$ cat src/rtl/jtopl_timers_if.sv
// Register-bank side bundle for the OPL timer stage: presets, control bits,
// flag clears going in; status flags, IRQ and Timer A overflow coming back.
interface jtopl_timers_if;
    logic [7:0] value_A;
    logic [7:0] value_B;
    logic       load_A;
    logic       load_B;
    logic       flagen_A;
    logic       flagen_B;
    logic       clr_flag_A;
    logic       clr_flag_B;
    logic       flag_A;
    logic       flag_B;
    logic       overflow_A;
    logic       irq_n;

    modport master (
        output value_A, value_B, load_A, load_B,
        output flagen_A, flagen_B, clr_flag_A, clr_flag_B,
        input  flag_A, flag_B, overflow_A, irq_n
    );

    modport slave (
        input  value_A, value_B, load_A, load_B,
        input  flagen_A, flagen_B, clr_flag_A, clr_flag_B,
        output flag_A, flag_B, overflow_A, irq_n
    );
endinterface

$ cat src/rtl/jtopl_timers.sv
// OPL Timer A/B: shared sample-rate prescaler, two 8-bit up-counters with
// reload-on-overflow, status flags with set-over-clear priority and an IRQ line.
module jtopl_timers (
    input  logic           clk,
    input  logic           rst,
    input  logic           cen16,
    input  logic           zero,
    jtopl_timers_if.slave  bus
);

    logic       tick_s;
    logic       tick_a_s;
    logic       tick_b_s;
    logic [3:0] pre_q, pre_d;
    logic [7:0] cnt_a_q, cnt_a_d;
    logic [7:0] cnt_b_q, cnt_b_d;
    logic       load_a_l_q;
    logic       load_b_l_q;
    logic       ovf_a_s;
    logic       ovf_b_s;
    logic       flag_a_q, flag_a_d;
    logic       flag_b_q, flag_b_d;
    logic       ovf_a_q;
    logic       irq_n_q;

    // Returns {overflow, next count}; a load rising edge reloads and suppresses the tick.
    function automatic logic [8:0] timer_next(
        input logic [7:0] cnt,
        input logic [7:0] value,
        input logic       load,
        input logic       load_l,
        input logic       tick
    );
        logic [8:0] res;
        if (load && !load_l) begin
            res = {1'b0, value};
        end else if (load && tick) begin
            if (cnt == 8'hFF) begin
                res = {1'b1, value};
            end else begin
                res = {1'b0, cnt + 8'd1};
            end
        end else begin
            res = {1'b0, cnt};
        end
        return res;
    endfunction

    // Tick decoding, counter next-state and flag next-state.
    always_comb begin
        tick_s   = cen16 & zero;
        tick_a_s = tick_s & (pre_q[1:0] == 2'd3);
        tick_b_s = tick_s & (pre_q == 4'd15);
        pre_d    = pre_q + {3'd0, tick_s};

        {ovf_a_s, cnt_a_d} = timer_next(cnt_a_q, bus.value_A, bus.load_A, load_a_l_q, tick_a_s);
        {ovf_b_s, cnt_b_d} = timer_next(cnt_b_q, bus.value_B, bus.load_B, load_b_l_q, tick_b_s);

        // Set beats clear so an overflow event is never lost.
        if (ovf_a_s && bus.flagen_A) begin
            flag_a_d = 1'b1;
        end else if (bus.clr_flag_A) begin
            flag_a_d = 1'b0;
        end else begin
            flag_a_d = flag_a_q;
        end

        if (ovf_b_s && bus.flagen_B) begin
            flag_b_d = 1'b1;
        end else if (bus.clr_flag_B) begin
            flag_b_d = 1'b0;
        end else begin
            flag_b_d = flag_b_q;
        end
    end

    // State registers; irq_n follows the registered flags one clock later.
    always_ff @(posedge clk) begin
        if (rst) begin
            pre_q      <= 4'd0;
            cnt_a_q    <= 8'd0;
            cnt_b_q    <= 8'd0;
            load_a_l_q <= 1'b0;
            load_b_l_q <= 1'b0;
            flag_a_q   <= 1'b0;
            flag_b_q   <= 1'b0;
            ovf_a_q    <= 1'b0;
            irq_n_q    <= 1'b1;
        end else begin
            pre_q      <= pre_d;
            cnt_a_q    <= cnt_a_d;
            cnt_b_q    <= cnt_b_d;
            load_a_l_q <= bus.load_A;
            load_b_l_q <= bus.load_B;
            flag_a_q   <= flag_a_d;
            flag_b_q   <= flag_b_d;
            ovf_a_q    <= ovf_a_s;
            irq_n_q    <= ~(flag_a_q | flag_b_q);
        end
    end

    assign bus.flag_A     = flag_a_q;
    assign bus.flag_B     = flag_b_q;
    assign bus.overflow_A = ovf_a_q;
    assign bus.irq_n      = irq_n_q;

endmodule
$ cat src/flat_wrapper.sv
// flat-port wrapper written by rule: the top's interface ports become plain ports
module jtopl_timers_flat 
  (clk, rst, cen16, zero, bus_value_A, bus_value_B, bus_load_A, bus_load_B, bus_flagen_A, bus_flagen_B, bus_clr_flag_A, bus_clr_flag_B, bus_flag_A, bus_flag_B, bus_overflow_A, bus_irq_n);
  jtopl_timers_if bus_i ();
  input  logic clk;
  input  logic rst;
  input  logic cen16;
  input  logic zero;
  input wire logic [$bits(bus_i.value_A)-1:0] bus_value_A;
  input wire logic [$bits(bus_i.value_B)-1:0] bus_value_B;
  input wire logic [$bits(bus_i.load_A)-1:0] bus_load_A;
  input wire logic [$bits(bus_i.load_B)-1:0] bus_load_B;
  input wire logic [$bits(bus_i.flagen_A)-1:0] bus_flagen_A;
  input wire logic [$bits(bus_i.flagen_B)-1:0] bus_flagen_B;
  input wire logic [$bits(bus_i.clr_flag_A)-1:0] bus_clr_flag_A;
  input wire logic [$bits(bus_i.clr_flag_B)-1:0] bus_clr_flag_B;
  output wire logic [$bits(bus_i.flag_A)-1:0] bus_flag_A;
  output wire logic [$bits(bus_i.flag_B)-1:0] bus_flag_B;
  output wire logic [$bits(bus_i.overflow_A)-1:0] bus_overflow_A;
  output wire logic [$bits(bus_i.irq_n)-1:0] bus_irq_n;
  assign bus_i.value_A = bus_value_A;
  assign bus_i.value_B = bus_value_B;
  assign bus_i.load_A = bus_load_A;
  assign bus_i.load_B = bus_load_B;
  assign bus_i.flagen_A = bus_flagen_A;
  assign bus_i.flagen_B = bus_flagen_B;
  assign bus_i.clr_flag_A = bus_clr_flag_A;
  assign bus_i.clr_flag_B = bus_clr_flag_B;
  assign bus_flag_A = bus_i.flag_A;
  assign bus_flag_B = bus_i.flag_B;
  assign bus_overflow_A = bus_i.overflow_A;
  assign bus_irq_n = bus_i.irq_n;
  jtopl_timers u_core (.clk(clk), .rst(rst), .cen16(cen16), .zero(zero), .bus(bus_i));
endmodule
$ cat config.mk
export PLATFORM = sky130hd
export DESIGN_NAME = jtopl_timers_flat
export DESIGN_NICKNAME = d
export VERILOG_FILES = /design/src/rtl/jtopl_timers_if.sv /design/src/rtl/jtopl_timers.sv /design/src/flat_wrapper.sv
export SDC_FILE = /design/constraint.sdc
export NUM_CORES = 1
export LEC_CHECK = 0
export ABC_CLOCK_PERIOD_IN_PS = 1600
export BUFFER_PORTS_ARGS = -buffer_cell sky130_fd_sc_hd__buf_4
export CORE_MARGIN = 10
export CORE_UTILIZATION = 40
export DETAILED_ROUTE_END_ITERATION = 12
export PLACE_DENSITY_LB_ADDON = 0.25
export SYNTH_ARGS = -nofsm -noshare
export SYNTH_HDL_FRONTEND = slang
export SYNTH_SLANG_ARGS = --single-unit
$ cat constraint.sdc
create_clock -name clk -period 1.6 [get_ports clk]
set_input_delay 0.16 -clock clk [delete_from_list [all_inputs] [get_ports clk]]
set_output_delay 0.16 -clock clk [all_outputs]
set_load 0.02 [all_outputs]
# After elaboration in Yosys (flattened, before gate mapping)
# Cells that the tools add are included.
# totals
register_bits	26
out_inout_bits	4
word_cells	43
in_bits	26
# classes
n_mux	10
n_addsub	3
n_bitwise	5
n_eq_ne	4
reduce_logical	12
# op_table
operator	n
9-bit two-way mux	6
8-bit by 1-bit adder with 8-bit output (second input constant)	2
8-bit equality test (second input constant)	2
2-bit nonzero test	4
1-bit logical AND	6
4-bit by 1-bit adder with 4-bit output	1
4-bit equality test (second input constant)	1
1-bit two-way mux	4
1-bit AND	3
2-bit equality test (second input constant)	1
1-bit zero test	2
1-bit inverter	1
1-bit OR	1

# Longest topological paths before layout
# Gate-level depths: netlist (run 1).
# logic_depth
depth_word	7
depth_mapped	5
ltp_nobuf	5

# Least setup slack after synthesis (run 1)
# No wires, ideal clock.
# synth_timing
kind	reg-to-reg
startpoint	register u_core.cnt_b_q[0]
endpoint	register u_core.cnt_b_q[1]
path_buffers	0
stages_incl_launch_ff	6
slack_ps	71
t_arrival_ps	1443
period_less_slack_ps	1529
required_ps	1514
setup_ps	86
path_cell_list	dfxtp_1 > ha_1 > nand4_2 > o41ai_4 > nand2_1 > a221oi_2
# synth_between
elab_chain_len	4
word_cells_on_any_way	5
classes_between	add/sub: 1; eq/ne: 1; mux: 3
# synth_lines
item	line_no	rtl
start: declaration	jtopl_timers.sv:16	logic [7:0] cnt_b_q, cnt_b_d;
start signal: assignment	jtopl_timers.sv:92	cnt_b_q <= cnt_b_d;
8-bit by 1-bit adder with 8-bit output / 8-bit equality test (equally long branches)	jtopl_timers.sv:41, jtopl_timers.sv:38	
9-bit two-way mux (*)	jtopl_timers.sv:38	if (cnt == 8'hFF) begin
9-bit two-way mux (*)	jtopl_timers.sv:37	end else if (load && tick) begin
9-bit two-way mux (*)	jtopl_timers.sv:35	if (load && !load_l) begin
# Mark *: on every way between the ends. The rest lies on a longest branch, timed or not. The select of a mux whose other input is x is not followed.
# A chain may end at the register's enable or synchronous reset.

# Final worst setup path (run 1)
# layout_timing
startpoint	register u_core.pre_q[1]
endpoint	register u_core.cnt_b_q[1]
# layout_between
elab_chain_len	4
# layout_lines
item	line_no	rtl
start: declaration	jtopl_timers.sv:14	logic [3:0] pre_q, pre_d;
start signal: assignment	jtopl_timers.sv:90	pre_q <= pre_d;
4-bit equality test	jtopl_timers.sv:53	tick_b_s = tick_s & (pre_q == 4'd15);
1-bit AND	jtopl_timers.sv:53	
1-bit logical AND	jtopl_timers.sv:37	
2-bit nonzero test (no line)	n/a	
# Every way passes these cells.

==> reports/metrics.cfg, run 1 <==
[timing]
worst_pin_slew_ns=0.521
rsz0062_at_grt=true
hold_viol=0
setup_slack_ns=0.0406
slew_viol_final=0
setup_viol=0
fin_crit_ns=1.56
clock_skew_ns=0.00196
max_freq_mhz=641
relSlewSlack_pct=65.2
fin_crit_sh_pct=97.5

[worst_setup_path]
path_class=register to register
reg2reg_from=u_core.pre_q[1]
start_kind=register
critPathArrivalTime_ns=1.72
startpoint=u_core.pre_q[1]
critPathMaxFanout=5
cp-end-kind=register
critPathRequiredTime_ns=1.76

[run]
maxCapViolations=0

[synth]
syn_area_um2=1510
yosysWarningCount=0
yosysUniqueCellTypes=49
syn_nets=207
yosys-top-cells-area=dfxtp_1 (34%), nand3_1 (4.3%), a31oi_1 (4.1%)
ys_ff_latch=26
async_reset_ff_share_pct=0
synth_largest_area_cell=dfxtp_1
ys_seq_area_share_pct=34.5
syn_area_per_cell_um2=8.53
synth_edf_count=0
synth_flop_cell=dfxtp_1
syn_inst=177
synth_top_area_share_pct=34.5

[detailed_routing]
viasPerCell=5.63
drtAntennaViolNets=0
routedLengthMet1_mm=1.91
met2_length_mm=1.94
vias=1593
first_iter_violations=176
met3_length_um=305
highest_layer=met4
drt-total-wl_mm=4.17
wl_per_cell_um=14.7
dr.pass1.iters=4
drc_errors=0

[clock_tree]
clock-sinks=26
htreeDepth=1
clk_pin_slew_ns=0.09
clk_latency_ns=0.26
cts_buffers=3
root_buffer=clkbuf_8
cts_buffer_depth=2
cts_tree=done
hold_buffers=0

[pwr]
p_per_area_nw_per_um2=609
irDropWorstVdd_v=0.000422
leakagePower_nw=0.842

[finish]
n_antenna_cell=0
multi_input_area_um2=1000
layout_commonest_cell=buf_4
areaGrowthSynthToFinish_pct=39.5
fillers=329
regArea_um2=531
layout_common_cells=buf_4 (60), dfxtp_1 (22), nand2_1 (12), nand3_1 (12), a21oi_1 (10)
nNetsFinal=267
drive_gt1_share_pct=35.7
post-route-cell-area_um2=2110

[floorplanning]
design.core.area_um2=3660
ios=30
design.die.area_um2=6630
rows=22
dieHeight_um=81.4
die_x_um=81.4
initial_utilization_pct=41.3

[placement]
post_dp_cell_area_um2=1940
io_buffer_count=29
post-place-ws_ns=-0.0359
place.gp.congestion=0.909
place_hpwl_mm=3.13

[worst_hold_path]
min_path_type=input port to register
worstHoldStart=bus_flagen_A

[outcome]
status=finished clean

[grt]
grt_max_degree=30
grt_pass1_wl_mm=6.79
grt_antenna_before_repair=0
overflow=0
grt_pass1_vias=1515
grt_util_all_layers_pct=12.2

stage by stage:
step | cells | power, mW | setup TNS (ns) | hold WS (ns) | util [%]
5_1_grt | 283 | 1.35 | -0.0997 | 0.147 | 57.6
2_1_floorplan | 177 | 0.810 | 0 | 0.243 | -
6_report | 283 | 1.28 | 0 | 0.127 | 57.6
4_1_cts | 276 | 1.29 | 0 | 0.128 | 54.7
3_5_place_dp | 273 | 0.920 | -0.0710 | 0.405 | 53.0
3_3_place_gp | 273 | 0.912 | 0 | 0.390 | 53.0
final cells by class:
cell class	count	share of cell area [%]
repair buffers	60	21.4
flip-flops and latches	26	25.2
clock buffers	3	1.96
well taps	48	2.85
inverters	6	1.07
multi-input cells	140	47.6
cell usage after synthesis (4+ instances only):
master / n
a31oi_1: 10
a21oi_1: 10
inv_1: 6
nand2_1: 13
nand4_1: 5
nor2b_1: 8
nor2_1: 10
o21ai_0: 9
ha_1: 4
nand3_1: 13
and4_1: 4
dfxtp_1: 26
state kept, by name (all words and copies together) (netlist names):
name,cells
u_core.bus.irq_n,1
u_core.cnt_a_q,8
u_core.pre_q,4
u_core.bus.flag_A,1
u_core.load_b_l_q,1
u_core.load_a_l_q,1
u_core.bus.flag_B,1
u_core.bus.overflow_A,1
u_core.cnt_b_q,8
layer usage:
metal / up-vias / global-route usage (%)
met5: - / 0
met4: 0 / 2.42
met3: 2 / 3.06
met2: 43 / 19.7
met1: 750 / 16.0
li1: 798 / -
final timing paths:
| check | to | slack (ns) | cells past startpoint |
|---|---|---|---|
| setup / recovery | u_core.cnt_b_q[1] | 0.04 | 7 |
| hold / removal | u_core.bus.flag_A | 0.13 | 3 |
| setup reg to reg | u_core.cnt_b_q[1] | 0.04 | 7 |
| hold reg to reg | u_core.bus.irq_n | 0.47 | 1 |
what timing repair did:
item,CTS,global route
pin swaps,1,7
endpoints found under the setup margin,6,9
buffers inserted,0,7
resized for setup,4,15
critical path, stage by stage, from the launching register on:
cell,delay [ns]
dfxtp_2,0.34
buf_4,0.14
and4_1,0.20
buf_4,0.15
a21oi_1,0.14
buf_4,0.17
a31oi_2,0.05
a221oi_2,0.27
logic make-up (layout without fill, tap and decap cells):
group	after synthesis	in the layout	share of synthesized area (%)
flops	26	26	34.5
compound gates	52	52	24.9
buf+inv	11	69	3.31
fa+ha+maj	4	4	3.31
mux	1	1	0.663
simple gates	79	79	31.1
xor+xnor	4	4	2.32
where the power goes:
part | total (mW) | internal [mW] | switching [mW] | leakage (nW)
clock network | 0.360 | 0.168 | 0.192 | 0.0216
logic | 0.217 | 0.117 | 0.100 | 0.605
registers | 0.707 | 0.676 | 0.0313 | 0.215
(Power assumes the default switching activity.)
==> inputs of run 2 (changes only) <==
--- a/config.mk
+++ b/config.mk
@@ -6,11 +6,13 @@
 export NUM_CORES = 1
 export LEC_CHECK = 0
 export ABC_CLOCK_PERIOD_IN_PS = 1600
-export BUFFER_PORTS_ARGS = -buffer_cell sky130_fd_sc_hd__buf_4
+export BUFFER_PORTS_ARGS = -buffer_cell sky130_fd_sc_hd__clkbuf_2
 export CORE_MARGIN = 10
 export CORE_UTILIZATION = 40
 export DETAILED_ROUTE_END_ITERATION = 12
+export GPL_TIMING_DRIVEN = 0
 export PLACE_DENSITY_LB_ADDON = 0.25
+export SLEW_MARGIN = 20
 export SYNTH_ARGS = -nofsm -noshare
 export SYNTH_HDL_FRONTEND = slang
 export SYNTH_SLANG_ARGS = --single-unit
==> reports/metrics.cfg, run 2 (same netlist as run 1, synthesis figures left out) <==
[clock_tree]
cts_buffers=3  ; unchanged
clock-sinks=26  ; unchanged
clk_pin_slew_ns=0.09  ; about the same
cts_tree=done  ; unchanged
htreeDepth=1  ; unchanged
root_buffer=clkbuf_8  ; unchanged
hold_buffers=0  ; unchanged
clk_latency_ns=0.27  ; was 0.26 ns
cts_buffer_depth=2  ; unchanged

[floorplanning]
dieHeight_um=81.4  ; unchanged
initial_utilization_pct=41.3  ; unchanged
design.core.area_um2=3660  ; unchanged
design.die.area_um2=6630  ; unchanged
rows=22  ; unchanged
die_x_um=81.4  ; unchanged
ios=30  ; unchanged

[finish]
finish.utilization_pct=52.8  ; was 57.6%
drive_gt1_share_pct=32.4  ; was 35.7%
areaGrowthSynthToFinish_pct=27.9  ; was 39.5%
reg_top3=u_core.cnt_a_q x8, u_core.cnt_b_q x8, u_core.pre_q x4  ; unchanged
layout_common_cells=clkbuf_2 (29), dfxtp_1 (17), nand2_1 (12)  ; was buf_4 (60), dfxtp_1 (22), nand2_1 (12), nand3_1 (12), a21oi_1 (10)
n_antenna_cell=0  ; unchanged
finalNonFillerCells=267  ; was 283
fillers=366  ; was 329
nNetsFinal=250  ; was 267
layout_commonest_cell=clkbuf_2  ; was buf_4
post-route-cell-area_um2=1930  ; was 2110 µm²

[detailed_routing]
first_iter_violations=131  ; was 176
viasPerCell=5.57  ; was 5.63
drc_errors=0  ; unchanged
drt-total-wl_mm=3.82  ; was 4.17 mm
wl_per_cell_um=14.3  ; was 14.7 µm
dr.pass1.iters=4  ; unchanged
drtAntennaViolNets=0  ; unchanged
vias=1486  ; was 1593

[grt]
grt_pass1_vias=1315  ; was 1515
grt_pass1_wl_mm=6.09  ; was 6.79 mm
grt_max_degree=15  ; was 30
grt_util_all_layers_pct=11.4  ; was 12.2%
overflow=0  ; unchanged
grt_antenna_before_repair=0  ; unchanged

[timing]
slew_viol_final=0  ; unchanged
hold_viol=0  ; unchanged
clock_skew_ns=0.00404  ; was 0.00196 ns
holdWs_ns=0.0599  ; was 0.127 ns
rsz0062_at_grt=true  ; unchanged
fin_crit_sh_pct=96.5  ; was 97.5%
max_freq_mhz=648  ; was 641 MHz
worst_pin_slew_ns=0.530  ; was 0.521 ns
final.setup.tns_ns=0  ; unchanged
setup_viol=0  ; unchanged
setup_slack_ns=0.0566  ; was 0.0406 ns
relSlewSlack_pct=64.7  ; was 65.2%
fin_crit_ns=1.54  ; was 1.56 ns

[pwr]
p_per_area_nw_per_um2=680  ; was 609 nW/µm²
p_sw_share_pct=25.5  ; was 25.2%
power.internal_mw=0.978  ; was 0.961 mW
irDropWorstVdd_v=0.000491  ; was 0.000422 V
seqPwrFrac_pct=55.0  ; was 55.1%
power_mw=1.31  ; was 1.28 mW
p_clk_share_pct=32.6  ; was 28.0%
leakagePower_nw=0.749  ; was 0.842 nW
comb_power_share_pct=12.5  ; was 16.9%
power_switching_mw=0.335  ; was 0.323 mW

[placement]
place_hpwl_mm=2.82  ; was 3.13 mm
place.gp.congestion=0.844  ; was 0.909
io_buffer_count=29  ; unchanged
dp.cells=254  ; was 273
post_dp_cell_area_um2=1720  ; was 1940 µm²
post-place-ws_ns=-0.181  ; was -0.0359 ns

[outcome]
status=finished clean  ; unchanged

[worst_setup_path]
critPathMaxFanout=4  ; was 5
cp-end-kind=register  ; unchanged
start_kind=register  ; unchanged
ff2ff_setup_slack_ns=0.06  ; was 0.04 ns
critPathRequiredTime_ns=1.79  ; was 1.76 ns
path_class=register to register  ; unchanged
critPathArrivalTime_ns=1.73  ; was 1.72 ns

[worst_hold_path]
min_path_type=input port to register  ; unchanged

[run]
maxCapViolations=0  ; unchanged

## run 2: cell count changes in the layout (fill, tap and decap cells not counted), moves of 2 or more
cell	delta
clkbuf_2	+29
dfxtp_1	-5
clkbuf_1	+2
buf_4	-51
dfxtp_2	+4
## run 2: repair_timing
action	CTS	global route
endpoints found under the setup margin	12	12
buffers inserted	5	4
resized for setup	9	16
pin swaps	2	6
## run 2: final timing paths
path | from | end | cells after the start
hold reg to reg | u_core.bus.flag_B | u_core.bus.irq_n | 1
setup reg to reg | u_core.cnt_b_q[1] | u_core.cnt_b_q[1] | 6
hold / removal | rst | u_core.load_a_l_q | 2
setup / recovery | u_core.cnt_b_q[1] | u_core.cnt_b_q[1] | 6
## run 2: per-layer routing
metal,part of all wire (%),track usage [%],vias up
met5,0,0,-
met2,43,16.0,36
met3,7.2,4.59,7
met1,49,15.5,673
li1,-,-,770
met4,1.4,3.63,0
## run 2: layout make-up
cell class | instances | area [µm²] | share of cell area (%)
inverters | 6 | 22.5 | 1.17
flip-flops and latches | 26 | 539 | 27.9
multi-input cells | 140 | 1010 | 52.5
clock buffers | 4 | 55.1 | 2.85
well taps | 48 | 60.1 | 3.11
repair buffers | 38 | 213 | 11.0
plain buffers | 5 | 27.5 | 1.42
## run 2: critical path, stage by stage, from the launching register on
cell and delay [ns]:
dfxtp_4 0.38, ha_4 0.16, nand4_4 0.13, o41ai_4 0.33, buf_4 0.19, nand2_2 0.05
a221oi_2 0.21
## run 2: power groups by stage
stage               clock [mW]  sequential [mW]  combinational, mW
finish                   0.428            0.721              0.164
global route             0.471            0.728              0.183
CTS                      0.450            0.718              0.156
detailed placement           0            0.729              0.149
global placement             0            0.729              0.147
floorplan                    0            0.719             0.0913
